$ cat config.mk
export PLATFORM = sky130hd
export DESIGN_NAME = uart_byte_fifo
export DESIGN_NICKNAME = d
export VERILOG_FILES = /design/src/rtl/uart_byte_fifo.sv
export SDC_FILE = /design/constraint.sdc
export NUM_CORES = 1
export LEC_CHECK = 0
export CAP_MARGIN = 20
export CORE_MARGIN = 3
export CORE_UTILIZATION = 25
export DETAILED_ROUTE_END_ITERATION = 8
export SETUP_SLACK_MARGIN = 0.2
export SLEW_MARGIN = 10
export SYNTH_ARGS = -nofsm -noshare
export SYNTH_HDL_FRONTEND = slang
export SYNTH_SLANG_ARGS = --single-unit
$ cat constraint.sdc
create_clock -name Clk -period 3.9 [get_ports Clk]
set_input_delay 0.975 -clock Clk [delete_from_list [all_inputs] [get_ports Clk]]
set_output_delay 0.975 -clock Clk [all_outputs]
set_load 0.01 [all_outputs]
$ cat src/rtl/uart_byte_fifo.sv
// Synchronous byte FIFO between the UART receiver and transmitter in the echo path.
// Flags are registered from the next-state occupancy, so they track Count exactly.
module uart_byte_fifo #(
    parameter int unsigned DATA_W   = 8,
    parameter int unsigned ADDR_W   = 4,
    parameter int unsigned AF_LEVEL = 14,
    parameter int unsigned AE_LEVEL = 2
) (
    input  logic              Clk,
    input  logic              Rst,
    input  logic              WrEn,
    input  logic [DATA_W-1:0] WrData,
    input  logic              RdEn,
    output logic [DATA_W-1:0] RdData,
    output logic              RdValid,
    output logic              Full,
    output logic              Empty,
    output logic              AlmostFull,
    output logic              AlmostEmpty,
    output logic [ADDR_W:0]   Count,
    output logic              Overflow,
    output logic              Underflow,
    input  logic              ErrClr
);

    localparam int unsigned DEPTH = 2 ** ADDR_W;
    localparam int unsigned CNT_W = ADDR_W + 1;

    logic [DATA_W-1:0] mem [DEPTH];
    logic [ADDR_W-1:0] wrPtr;
    logic [ADDR_W-1:0] rdPtr;
    logic              wrAcc;
    logic              rdAcc;
    logic [CNT_W-1:0]  countNext;

    // A write into a full FIFO is allowed only when a read frees a slot in the same cycle.
    always_comb begin
        rdAcc     = RdEn & ~Empty;
        wrAcc     = WrEn & (~Full | rdAcc);
        countNext = Count;
        if (wrAcc && !rdAcc) begin
            countNext = Count + CNT_W'(1);
        end else if (rdAcc && !wrAcc) begin
            countNext = Count - CNT_W'(1);
        end
    end

    always_ff @(posedge Clk) begin
        if (wrAcc) begin
            mem[wrPtr] <= WrData;
        end
    end

    always_ff @(posedge Clk) begin
        if (Rst) begin
            wrPtr       <= '0;
            rdPtr       <= '0;
            Count       <= '0;
            RdData      <= '0;
            RdValid     <= 1'b0;
            Full        <= 1'b0;
            Empty       <= 1'b1;
            AlmostFull  <= 1'b0;
            AlmostEmpty <= 1'b1;
        end else begin
            RdValid <= rdAcc;
            if (wrAcc) begin
                wrPtr <= wrPtr + ADDR_W'(1);
            end
            if (rdAcc) begin
                rdPtr  <= rdPtr + ADDR_W'(1);
                RdData <= mem[rdPtr];
            end
            Count       <= countNext;
            Full        <= (countNext == CNT_W'(DEPTH));
            Empty       <= (countNext == '0);
            AlmostFull  <= (countNext >= CNT_W'(AF_LEVEL));
            AlmostEmpty <= (countNext <= CNT_W'(AE_LEVEL));
        end
    end

    // Sticky error flags; a clear wins over a new error in the same cycle.
    always_ff @(posedge Clk) begin
        if (Rst || ErrClr) begin
            Overflow  <= 1'b0;
            Underflow <= 1'b0;
        end else begin
            if (WrEn && !wrAcc) begin
                Overflow <= 1'b1;
            end
            if (RdEn && !rdAcc) begin
                Underflow <= 1'b1;
            end
        end
    end

endmodule

# ---- Word level (Yosys, flattened, before mapping)
# Memory sizes are Yosys's and may differ from the RTL's. A register that Yosys moved wholly into a read port is not among the register bits.
# Index checks and enable logic that the tools add are counted.
# Widths: inputs -> output; s select.
dict set report totals {
  register_bits 20
  n_memories 1
  input_bits 13
  wordCells 35
  output_inout_bits 20
  mem_bits_rw 128
}
# name words word_bits read_ports rd_ports_with_merged_regs wr line
set mem_list {}
lappend mem_list {mem 16 8 1 1 1 29} ;# logic [DATA_W-1:0] mem [DEPTH];
dict set report op_classes {
  n_bitwise 5
  addsub 4
  eq_ne 1
  order_cmp 2
  n_mux 4
  reduce_logical 8
}
# op count
set op_table {}
lappend op_table {{$mux 5} 2}
lappend op_table {{$add 4x1->4 const B} 2}
lappend op_table {{$add 5x1->5 const B} 1}
lappend op_table {{$eq 5x5->1 const B} 1}
lappend op_table {{$ge 5x4->1 const B} 1}
lappend op_table {{$le 5x2->1 const B} 1}
lappend op_table {{$logic_not 5->1} 1}
lappend op_table {{$sub 5x1->5 const B} 1}
lappend op_table {{$logic_and 1x1->1} 4}
lappend op_table {{$and 1x1->1} 2}
lappend op_table {{$logic_not 1->1} 2}
lappend op_table {{$mux 1} 2}
lappend op_table {{$not 1->1} 2}
lappend op_table {{$logic_or 1x1->1} 1}
lappend op_table {{$or 1x1->1} 1}

# ---- Logic depth before layout (Yosys ltp)
dict set report logic_depth {
  ltp_word 9
  mapped_depth 7
}

# ---- Least setup slack after synthesis
# No wires, ideal clock.
dict set report synth_path {
  path_kind {input-to-reg}
  start {input RdEn}
  end {memory mem[3][0], enable pin}
  cell_stages 4
  t_arrival_ps 2145
  slack_ps 1372
  setup_ps 383
  cell_sequence {nand2b_1 > a21boi_2 > nand2_1 > nor3_1}
}
dict set report synth_via {
  elab_chain_cells 5
}
# item line
set synth_lines {}
lappend synth_lines {{start, declared} 13} ;# input logic RdEn,
lappend synth_lines {{$and 1x1->1} 38} ;# rdAcc = RdEn & ~Empty;
lappend synth_lines {{$or 1x1->1} 39} ;# wrAcc = WrEn & (~Full | rdAcc);
lappend synth_lines {{$and 1x1->1} 39}
lappend synth_lines {{$mux 1} 49} ;# if (wrAcc) begin
lappend synth_lines {{$mux 1 (implied by the code)} 50} ;# mem[wrPtr] <= WrData;
lappend synth_lines {{end, declared} 29}
# No other way between the ends.

# ---- Worst setup path in the final report
dict set report layout_path {
  start {input RdEn}
  end {memory mem[5][3], enable pin}
}
# Same word-level chain as after synthesis.

==> reports/metrics.yaml <==
setup_tns_ps: 0
layout_commonest_cell: "edfxtp_1"
arrival_ps: 2770
cts_resized: 0
die_y_um: 162.9
die_w_um: 162.9
synth_edf_count: 128
seq_area_frac_synth: 0.7157
synth_warnings: 0
synth_flop_cell: "edfxtp_1"
switching_share: 0.2285
synth.avg_cell_area_um2: 17.43
drt_wl_total_mm: 12.78
synth_top_family_by_area: "multiplexers"
io_buffers: 32
synth_compound_area_frac: 0.04982
gp_congestion: 0.8536
cp_top_family: "simple AND/OR/NAND/NOR gates"
cts_root_buffer: "clkbuf_16"
worstSetupPathType: "primary input to flop"
max_slew.worst_pin.slew_ps: 751.8
crit_required_ps: 3960
status: "finished clean"
finalCriticalPeriod_ps: 2714
hold_violations: 0
clock_latency_ps: 430
drc: 0
yosys.area_share.simple: 0.06222
busiest_layer: "met2"
ys_types: 42
p_clk_frac: 0.399
vias: 3272
netlist_instances: 353
p_seq_frac: 0.504
clockBufferDepth: 2
rsz0062_at_grt: "no"
slowest_stage: "clkdlybuf4s50_1"
cts_tree: "yes"
ios: 33
grt_pass1_vias: 3355
grt_pass1_wl_mm: 19.78
setup_viol: 0
crit_path_start_kind: "primary input"
gr-usage-met2: 0.1537
slew_violations: 0
fin_nets: 425
holdBufCountCts: 0
postCtsSetupBuffers: 0
final_layout_size_suffix_gt1_frac: 0.2057
start_util: 0.2583
peakVddDrop_mv: 0.2231
intPower_mw: 2.902
fin_crit_sh: 0.6960
cpPeakStageDelay_ps: 540
cap_violations: 0
overflow: 0
grtUsageTotal: 0.1013
fin_skew_ps: 7.892
synthArstFlopShare: 0
pwr_density_cell_nw_per_um2: 505.7
dp_hpwl_mm: 8.220
row_count: 56
relSlewSlack: 0.4978
avgViaCountPerCell: 4.440
area_growth_pct: 20.90
numCtsBuffers: 17
wl_per_cell_um: 17.34
synth.cell_area_um2: 6153
antenna_found_initial: 0
synth_fa_ha_area_frac: 0.01423
fmax_ghz: 0.3684
synth_xor_area_frac: 0.01281
path_buf_inv: 1
crit_chain: "clkdlybuf4s50_1 -> nand2b_1 -> a21boi_2 -> nand2_1 -> nor2_1"
hp-class: "flop to flop"
crit_fanout: 8
grtUsageMet3: 0.04044
switching_power_uw: 859.8
die_area_um2: 26530
cts.clk_slew.worst_paths_ps: 60
cts.sinks: 156
grt_max_degree: 36
syn-num-nets: 373
synth-seq-cells: 156
dr.pass1.iters: 4
endpoint_kind: "flop"
diodes: 0
final_cell_mix: "128 x edfxtp_1, 34 x nor2_1, 32 x clkdlybuf4s50_1"
muxShareOfSynthArea: 0.1220
power.share.combinational: 0.097
drtIter0Drc: 366
leakage_nw: 2.374
core_um2: 23820
grtUsageMet1: 0.1347
drtAntennaViolNets: 0
cts_htree_levels: 4
fin_util: 0.3123
==> stage by stage <==
stage / hold WS, ps / power [mW] / cell area (µm²) / setup slack, ps / std cells
4_1_cts: 494.3 / 3.801 / 7440 / 1163 / 737
3_5_place_dp: 479.0 / 2.301 / 6904 / 725.7 / 705
3_3_place_gp: 476.3 / 2.289 / 6904 / 827.6 / 705
6_report: 488.5 / 3.762 / 7440 / 1186 / 737
2_1_floorplan: 523.9 / 2.169 / 6153 / 1372 / 353
5_1_grt: 532.0 / 3.913 / 7440 / 1011 / 737
==> worst min-delay path, cell delays in order, from the launching register on <==
cell and delay (ps):
dfxtp_1 330, a21oi_1 60, nor2_1 70
==> final cells by class <==
| class | instances | area (µm²) |
|---|---|---|
| fill | 2309 | 16380 |
| sequential | 156 | 4405 |
| multi-input combinational | 172 | 1607 |
| timing repair buffer | 52 | 470.5 |
| clock buffer | 19 | 432.9 |
| tap | 319 | 399.1 |
| clock inverter | 13 | 102.6 |
| inverter | 6 | 22.52 |
==> power groups by stage <==
stage / logic, mW / registers, mW / clock network (mW)
2_1_floorplan: 0.246 / 1.92 / 0
3_3_place_gp: 0.361 / 1.93 / 0
3_5_place_dp: 0.368 / 1.93 / 0
4_1_cts: 0.369 / 1.90 / 1.53
5_1_grt: 0.402 / 1.90 / 1.61
6_report: 0.364 / 1.90 / 1.50
==> layer usage <==
layer,up-vias,part of all wire
li1,1488,-
met1,1681,0.44
met2,93,0.46
met3,10,0.083
met4,0,0.0099
met5,-,0
==> Yosys cell counts (all sizes together) (4+ instances only) <==
| cell | number | area [µm²] |
|---|---|---|
| buf | 12 | 93.84 |
| nor2b | 5 | 33.78 |
| inv | 6 | 22.52 |
| a22oi | 16 | 120.1 |
| nor3 | 10 | 55.05 |
| nand2b | 4 | 25.02 |
| mux4 | 32 | 735.7 |
| a21oi | 20 | 100.1 |
| edfxtp | 128 | 3844 |
| nand2 | 8 | 30.03 |
| xnor2 | 5 | 43.79 |
| xor2 | 4 | 35.03 |
| nor2 | 34 | 127.6 |
| ha | 7 | 87.58 |
| clkbuf | 7 | 26.28 |
| dfxtp | 28 | 560.5 |
==> cells by family after synthesis <==
| logic type | after synthesis |
|---|---|
| multiplexers | 33 |
| AO/OA/AOI/OAI | 47 |
| XOR/XNOR | 9 |
| adder cells (fa/ha/maj) | 7 |
| flip-flops | 156 |
| buffers and inverters | 25 |
| AND/OR/NAND/NOR | 76 |
==> flip-flops by register name (all words and copies together), names as in the netlist <==
signal       count
Overflow         1
AlmostEmpty      1
Count            5
Empty            1
wrPtr            4
mem            128
RdData           8
Full             1
Underflow        1
RdValid          1
AlmostFull       1
rdPtr            4
==> final timing paths <==
kind / start / endpoint / slack (ps) / cells past startpoint
max reg2reg: rdPtr[0] / RdData[3] / 1470 / 6
min reg2reg: RdData[1] / RdData[1] / 490 / 2
min: RdData[1] / RdData[1] / 490 / 2
max: RdEn / mem[5][3] / 1190 / 5
(Power assumes the default switching activity.)
